`config.mk`:
```
export PLATFORM = sky130hd
export DESIGN_NAME = mc_main_fsm
export DESIGN_NICKNAME = d
export VERILOG_FILES = /design/src/rtl/mc_main_fsm.sv
export SDC_FILE = /design/constraint.sdc
export NUM_CORES = 1
export LEC_CHECK = 0
export ABC_AREA = 1
export CORE_MARGIN = 2
export CORE_UTILIZATION = 35
export CTS_CLUSTER_SIZE = 25
export DETAILED_ROUTE_END_ITERATION = 6
export PLACE_DENSITY = 0.72
export SLEW_MARGIN = 20
export SYNTH_ARGS = -nofsm -noshare
export SYNTH_HDL_FRONTEND = slang
export SYNTH_SLANG_ARGS = --single-unit
```
`constraint.sdc`:
```
create_clock -name clk -period 2.1 [get_ports clk]
set_clock_uncertainty 0.05 [all_clocks]
set_input_delay 0.42 -clock clk [delete_from_list [all_inputs] [get_ports clk]]
set_output_delay 0.42 -clock clk [all_outputs]
set_load 0.02 [all_outputs]
```
`src/rtl/mc_main_fsm.sv`:
```
// Multicycle MIPS main controller: steps each instruction through fetch, decode,
// execute, memory and writeback states and decodes datapath selects and strobes.
module mc_main_fsm #(
  parameter int unsigned EN_BNE          = 1,
  parameter int unsigned MEM_HANDSHAKE   = 1,
  parameter int unsigned TRAP_ON_ILLEGAL = 1,
  parameter int unsigned STATE_W         = 4
) (
  input  logic               clk,
  input  logic               rst_n,
  input  logic [5:0]         op_i6,
  input  logic               mem_ready,
  output logic               mem_req,
  output logic               iord,
  output logic               ir_write,
  output logic               pc_write,
  output logic               branch,
  output logic               branch_ne,
  output logic               alu_src_a,
  output logic [1:0]         alu_src_b,
  output logic [1:0]         alu_op,
  output logic [1:0]         pc_src,
  output logic               mem_write,
  output logic               reg_write,
  output logic               reg_dst,
  output logic               mem_to_reg,
  output logic               illegal_op,
  output logic [STATE_W-1:0] state_o
);

  typedef enum logic [STATE_W-1:0] {
    S_FETCH,
    S_DECODE,
    S_MEMADR,
    S_MEMRD,
    S_MEMWB,
    S_MEMWR,
    S_EXECUTE,
    S_ALUWB,
    S_BRANCH,
    S_ADDIEX,
    S_ADDIWB,
    S_JUMP,
    S_TRAP
  } state_t;

  localparam logic [5:0] OP_RTYPE = 6'b000000;
  localparam logic [5:0] OP_LW    = 6'b100011;
  localparam logic [5:0] OP_SW    = 6'b101011;
  localparam logic [5:0] OP_BEQ   = 6'b000100;
  localparam logic [5:0] OP_BNE   = 6'b000101;
  localparam logic [5:0] OP_ADDI  = 6'b001000;
  localparam logic [5:0] OP_J     = 6'b000010;

  state_t r_state;
  state_t w_next;

  logic w_rdy;
  logic w_is_bne;
  logic w_mem_req;
  logic w_ir_write;
  logic w_pc_write;
  logic w_branch;
  logic w_branch_ne;
  logic w_mem_write;
  logic w_reg_write;

  assign w_rdy    = (MEM_HANDSHAKE != 0) ? mem_ready : 1'b1;
  assign w_is_bne = (EN_BNE != 0) && (op_i6 == OP_BNE);

  always_ff @(posedge clk or negedge rst_n) begin
    if (!rst_n) begin
      r_state <= S_FETCH;
    end else begin
      r_state <= w_next;
    end
  end

  always_comb begin
    w_next      = r_state;
    w_mem_req   = 1'b0;
    iord        = 1'b0;
    w_ir_write  = 1'b0;
    w_pc_write  = 1'b0;
    w_branch    = 1'b0;
    w_branch_ne = 1'b0;
    alu_src_a   = 1'b0;
    alu_src_b   = 2'b00;
    alu_op      = 2'b00;
    pc_src      = 2'b00;
    w_mem_write = 1'b0;
    w_reg_write = 1'b0;
    reg_dst     = 1'b0;
    mem_to_reg  = 1'b0;
    illegal_op  = 1'b0;

    case (r_state)
      S_FETCH: begin
        w_mem_req  = 1'b1;
        alu_src_b  = 2'b01;
        w_ir_write = w_rdy;
        w_pc_write = w_rdy;
        if (w_rdy) begin
          w_next = S_DECODE;
        end
      end
      S_DECODE: begin
        alu_src_b = 2'b11;
        if (op_i6 == OP_RTYPE) begin
          w_next = S_EXECUTE;
        end else if ((op_i6 == OP_LW) || (op_i6 == OP_SW)) begin
          w_next = S_MEMADR;
        end else if ((op_i6 == OP_BEQ) || w_is_bne) begin
          w_next = S_BRANCH;
        end else if (op_i6 == OP_ADDI) begin
          w_next = S_ADDIEX;
        end else if (op_i6 == OP_J) begin
          w_next = S_JUMP;
        end else begin
          w_next = (TRAP_ON_ILLEGAL != 0) ? S_TRAP : S_FETCH;
        end
      end
      S_MEMADR: begin
        alu_src_a = 1'b1;
        alu_src_b = 2'b10;
        // The IR holds the opcode for the whole instruction, so re-decode here.
        w_next    = (op_i6 == OP_LW) ? S_MEMRD : S_MEMWR;
      end
      S_MEMRD: begin
        w_mem_req = 1'b1;
        iord      = 1'b1;
        if (w_rdy) begin
          w_next = S_MEMWB;
        end
      end
      S_MEMWB: begin
        w_reg_write = 1'b1;
        mem_to_reg  = 1'b1;
        w_next      = S_FETCH;
      end
      S_MEMWR: begin
        w_mem_req   = 1'b1;
        iord        = 1'b1;
        w_mem_write = 1'b1;
        if (w_rdy) begin
          w_next = S_FETCH;
        end
      end
      S_EXECUTE: begin
        alu_src_a = 1'b1;
        alu_op    = 2'b10;
        w_next    = S_ALUWB;
      end
      S_ALUWB: begin
        w_reg_write = 1'b1;
        reg_dst     = 1'b1;
        w_next      = S_FETCH;
      end
      S_BRANCH: begin
        alu_src_a   = 1'b1;
        alu_op      = 2'b01;
        pc_src      = 2'b01;
        w_branch    = (op_i6 == OP_BEQ);
        w_branch_ne = w_is_bne;
        w_next      = S_FETCH;
      end
      S_ADDIEX: begin
        alu_src_a = 1'b1;
        alu_src_b = 2'b10;
        w_next    = S_ADDIWB;
      end
      S_ADDIWB: begin
        w_reg_write = 1'b1;
        w_next      = S_FETCH;
      end
      S_JUMP: begin
        pc_src     = 2'b10;
        w_pc_write = 1'b1;
        w_next     = S_FETCH;
      end
      S_TRAP: begin
        illegal_op = 1'b1;
        w_next     = S_TRAP;
      end
      default: begin
        w_next = S_FETCH;
      end
    endcase
  end

  // Strobes are gated by rst_n so nothing fires between reset assertion and the
  // asynchronous state clear settling.
  assign mem_req   = w_mem_req   & rst_n;
  assign ir_write  = w_ir_write  & rst_n;
  assign pc_write  = w_pc_write  & rst_n;
  assign branch    = w_branch    & rst_n;
  assign branch_ne = w_branch_ne & rst_n;
  assign mem_write = w_mem_write & rst_n;
  assign reg_write = w_reg_write & rst_n;

  assign state_o = r_state;

endmodule
```
==> impl_metrics.toml, run 1 <==
[clock_network]
cts.sinks = 4
h-tree-depth = 1
clk_pin_slew_ns = 0.04
cts-root-buf = "clkbuf_4"
cts_tree = "yes"
clk_path_buf_depth = 2
clk_latency_ns = 0.23
postCtsSetupBuffers = 0
cts-buffers-inserted = 3

[place]
gp_congestion = 0.928
place_area_um2 = 1010
port_buffers = 30
post-place-ws_ns = -0.329
dp_hpwl_mm = 1.52

[synth]
synth_area_um2 = 547
synthCells = 105
syn_avg_cell_area_um2 = 5.21
synth_area_leader_cell = "nand2_1"
synth-xor-area-share_pct = 0
synth-compound-area-share_pct = 5.95
ys_warn_count = 0
ys_ff_latch = 4
synth-simple-area-share_pct = 59.3
yosys.cell_types.count = 19
yosys_most_used_dff = "dfrtp_1"
synth_top_family_by_area = "simple AND/OR/NAND/NOR gates"
synth_mux_area_share_pct = 0
synth-edff-count = 0
synthArstFlopShare_pct = 100
syn-num-nets = 114
synth_top_area_share_pct = 19.9
synthTopCellsByArea = "nand2_1, dfrtp_1, nor2_1"
yosysSeqAreaShare_pct = 18.3
synthAdderAreaFrac_pct = 0

[final_layout]
largest_reg_flops = 4
final_common_cell = "nand2_1"
stdcell_area_um2 = 1000
syn2layout_area_growth_pct = 83.8
drive_gt1_share_pct = 27.4
utilization_pct = 67.5
final_cell_mix = "nand2_1, nor2_1, buf_4"
nets = 168
num_antenna_cells = 0

[sta]
timing.fmax_mhz = 500
tightest_slew_ns = 0.223
finalHoldWorstSlack_ns = 0.582
hold_violations = 0
setup_viol = 0
maxSlewViolCount = 0
relSlewSlack_pct = 85.0
tns_ns = 0
post-route-period-util_pct = 95.2
rsz0062_at_grt = "no"
timing.final.crit_period_ns = 2.00
fin_ws_ns = 0.0998

[detailed_routing]
vias_per_cell = 4.75
first_pass_iters = 4
drtIter0Drc = 21
vias = 822
wl_per_cell_um = 9.92
drc_errors = 0
wirelength_mm = 1.72
ant_nets = 0

[pwr]
seq_power_share_pct = 13.0
p_switching_w = 0.000593
clockPowerShare_pct = 7.9
swShare_pct = 51.9
power_density_nw_per_um2 = 1140
intPower_w = 0.000550
power_frac_comb_pct = 79.1
p_leak_nw = 0.653
ir_worst_vdd_v = 0.000771

[die]
die_x_um = 43.5
pin_count = 31
die_h_um = 43.5
die_area_um2 = 1890
rows = 14
initial_core_util_pct = 36.7
core_um2 = 1490

[global_routing]
grt_pass1_wl_mm = 2.95
grt-ovfl-total = 0
antenna_found_initial = 0
grt_pass1_vias = 711
grt_use_total_pct = 19.9
grt_max_degree = 8

[setup_path]
r2r_slack_ns = 0.75
critPathBufInv = 4
path_cells = "clkdlybuf4s50_1, inv_1, buf_4, nor2_1, dlygate4sd2_1"
crit_required_ns = 1.63
arrival_ns = 1.53
slowest_delay_ns = 0.48
cp-start-kind = "input port"
cp_max_fo = 3
slowest_stage = "clkdlybuf4s50_1"
crit_type = "input port to primary output"
cp_top_family = "buffers and inverters"
critPathCaptureType = "primary output"

[outcome]
status = "finished, final reports clean"

[min_path]
hold_path.class = "input port to async pin"

[flow_run]
maxCapViolCount = 0
final timing paths:
check                      startpoint         end  cells after the start
min reg2reg                state_o[0]  state_o[0]                      3
max                             rst_n    ir_write                      5
min                             rst_n  state_o[1]                      3
max reg2reg                state_o[0]  state_o[2]                      8
min in group clk           state_o[0]  state_o[0]                      3
max in group asynchronous       rst_n  state_o[0]                      3
cells by family after synthesis:
group,after synthesis
compound gates,5
simple gates,73
buf+inv,23
flops,4
power groups by stage:
stage | Clock, W | Combinational, W | Sequential, W
after global routing | 0.0000954 | 0.000997 | 0.000154
after global placement | 0 | 0.000965 | 0.000148
after detailed placement | 0 | 0.000982 | 0.000149
final | 0.0000901 | 0.000905 | 0.000149
after floorplan | 0 | 0.000475 | 0.000202
after CTS | 0.0000940 | 0.000919 | 0.000148
per-stage QoR:
step	total power (W)	instances
floorplan	0.000676	105
global placement	0.00111	170
detailed placement	0.00113	170
CTS	0.00116	173
global route	0.00125	173
finish	0.00114	173
Yosys cell counts (all sizes together), types with 2 or more instances:
library cell,number
nand2,31
nand3,14
clkinv,2
nor2,25
inv,20
o211ai,2
dfrtp,4
worst min-delay path: stages:
cell and delay [ns]:
clkdlybuf4s50_1 0.48, buf_4 0.15, buf_4 0.14
final cells by class:
cell class	count	area (µm²)
inverters	22	82.6
repair buffers	50	418
multi-input cells	78	362
flip-flops and latches	4	100
clock buffers	3	22.5
fillers	130	484
well taps	16	20.0
repair_timing:
item / CTS / global route
endpoints found under the setup margin: 16 / 10
resized for setup: 20 / 16
gates cloned: 0 / 0
pin swaps: 0 / 1
hold buffers: 0 / 0
routing by layer:
metal	global-route usage, %	up-vias	routed length, µm
li1	-	430	-
met1	28.1	368	774
met2	32.2	24	827
met3	3.33	0	115
met4	3.64	0	0
met5	0	-	0
Power figures use the tool's default switching activity.
==> run 2: changes to the inputs <==
CORE_ASPECT_RATIO = 0.9   (was unset)
==> impl_metrics.toml, run 2 (synthesized netlist as in run 1, its figures left out) <==
[detailed_routing]
wl_per_cell_um = 9.93
wirelength_mm = 1.71
first_pass_iters = 4
drtIter0Drc = 21
vias = 807
vias_per_cell = 4.69
ant_nets = 0
drc_errors = 0

[global_routing]
grt_use_total_pct = 21.1
antenna_found_initial = 0
grt-ovfl-total = 0
grt_pass1_vias = 698
grt_max_degree = 7
grt_pass1_wl_mm = 2.96

[clock_network]
cts-buffers-inserted = 3
cts-root-buf = "clkbuf_4"
cts.sinks = 4
clk_latency_ns = 0.25
cts_tree = "yes"
cts_hold_buf = 0
clk_path_buf_depth = 2
h-tree-depth = 1
clk_pin_slew_ns = 0.04

[final_layout]
final_common_cell = "nand2_1"
n_fill_cell = 135
utilization_pct = 68.9
num_antenna_cells = 0
fin_cells = 172
nets = 168
drive_gt1_share_pct = 29.3
largest_reg_flops = 4
final_cell_mix = "nand2_1, nor2_1, buf_4"
syn2layout_area_growth_pct = 82.4

[die]
initial_core_util_pct = 37.8
core_um2 = 1450
pin_count = 31
die_area_um2 = 1890
die_h_um = 41.5
die_x_um = 45.7
rows = 13

[sta]
finalHoldWorstSlack_ns = 0.560
post-route-period-util_pct = 95.7
hold_violations = 0
tightest_slew_ns = 0.217
setup_viol = 0
relSlewSlack_pct = 85.4
rsz0062_at_grt = "no"
timing.fmax_mhz = 498
timing.final.crit_period_ns = 2.01
maxSlewViolCount = 0
tns_ns = 0

[pwr]
clockPowerShare_pct = 8.7
p_switching_w = 0.000604
seq_power_share_pct = 13.3
swShare_pct = 52.3
power_density_nw_per_um2 = 1160
power_frac_comb_pct = 78.0
finalPower_w = 0.00116
intPower_w = 0.000551
ir_worst_vdd_v = 0.000625
p_leak_nw = 0.639

[setup_path]
arrival_ns = 1.54
critPathCaptureType = "primary output"
cp-endpoint = "mem_req"
crit_type = "register to primary output"
r2r_slack_ns = 0.69
r2r_end = "state_o[0]"
reg2reg_depth = 9
cpMostUsedCell = "nand2_1"
cp-startpoint = "state_o[2]"
crit-reg2reg-launch = "state_o[2]"
path_cells = "buf_4, nand2_1, inv_2, nand2_2, nand3_2, nand2_1, inv_1, clkdlybuf4s15_1"
slowest_stage = "dfrtp_1"
crit_required_ns = 1.63
slowest_delay_ns = 0.43
cp-start-kind = "register"
cp_max_fo = 4

[flow_run]
maxCapViolCount = 0

[place]
port_buffers = 30
gp_congestion = 0.913
placed_cells = 169
dp_hpwl_mm = 1.50

[min_path]
hold_path.class = "input port to async pin"

[outcome]
status = "finished, final reports clean"
-- run 2: cell count changes in the layout (fill, tap and decap cells not counted), sizes merged --
cell / change
dlymetal6s2s: -1
clkdlybuf4s15: -1
clkbuf: +2
dlygate4sd2: +1
buf: -1
-- run 2: how the worst min path moves through the flow --
| stage | start | endpoint | cells after the start |
|---|---|---|---|
| global route | rst_n | state_o[1] | 3 |
| floorplan | rst_n | state_o[0] | 0 |
| detailed placement | state_o[0] | state_o[0] | 3 |
| global placement | state_o[0] | state_o[0] | 3 |
| CTS | rst_n | state_o[1] | 3 |
| finish | rst_n | state_o[1] | 3 |
-- run 2: power groups by stage --
stage | clock [W] | sequential (W) | combinational [W]
after floorplan | 0 | 0.000202 | 0.000475
after global placement | 0 | 0.000155 | 0.000961
after detailed placement | 0 | 0.000153 | 0.000974
after CTS | 0.000105 | 0.000152 | 0.000911
after global routing | 0.000108 | 0.000159 | 0.000993
final | 0.000100 | 0.000154 | 0.000901
-- run 2: through the flow --
stage / setup WS [ns] / instance area (µm²)
final: 0.0901 / 997
after global routing: 0.00286 / 997
after CTS: -0.0359 / 1010
after detailed placement: -0.339 / 1010
after global placement: -0.290 / 1010
after floorplan: 0.136 / 547
-- run 2: cell type report --
class	count	area (µm²)	area share, %
repair buffers	50	407	40.8
flip-flops and latches	4	100	10.0
well taps	15	18.8	1.88
inverters	22	82.6	8.28
clock buffers	3	22.5	2.26
multi-input cells	78	367	36.8
-- run 2: metal layers --
layer  part of all wire (%)  global-route usage [%]
met1                     49                    29.9
met2                     43                    30.4
met3                    6.3                    4.35
met4                    2.2                    8.82
met5                      0                       0
-- run 2: critical path: cells and delay by family, from the launching register on --
kind,cells,cell delay [ns]
buffers and inverters,4,0.53
and+or+nand+nor,4,0.35
DFF,1,0.43
-- run 2: timing repair --
| action | 4_1_cts | 5_1_grt |
|---|---|---|
| gates cloned | 0 | 0 |
| buffers inserted | 0 | 0 |
| hold endpoints to repair | 0 | 0 |
| gates resized for setup | 19 | 18 |
| pin swaps | 0 | 1 |
| endpoints found under the setup margin | 17 | 10 |
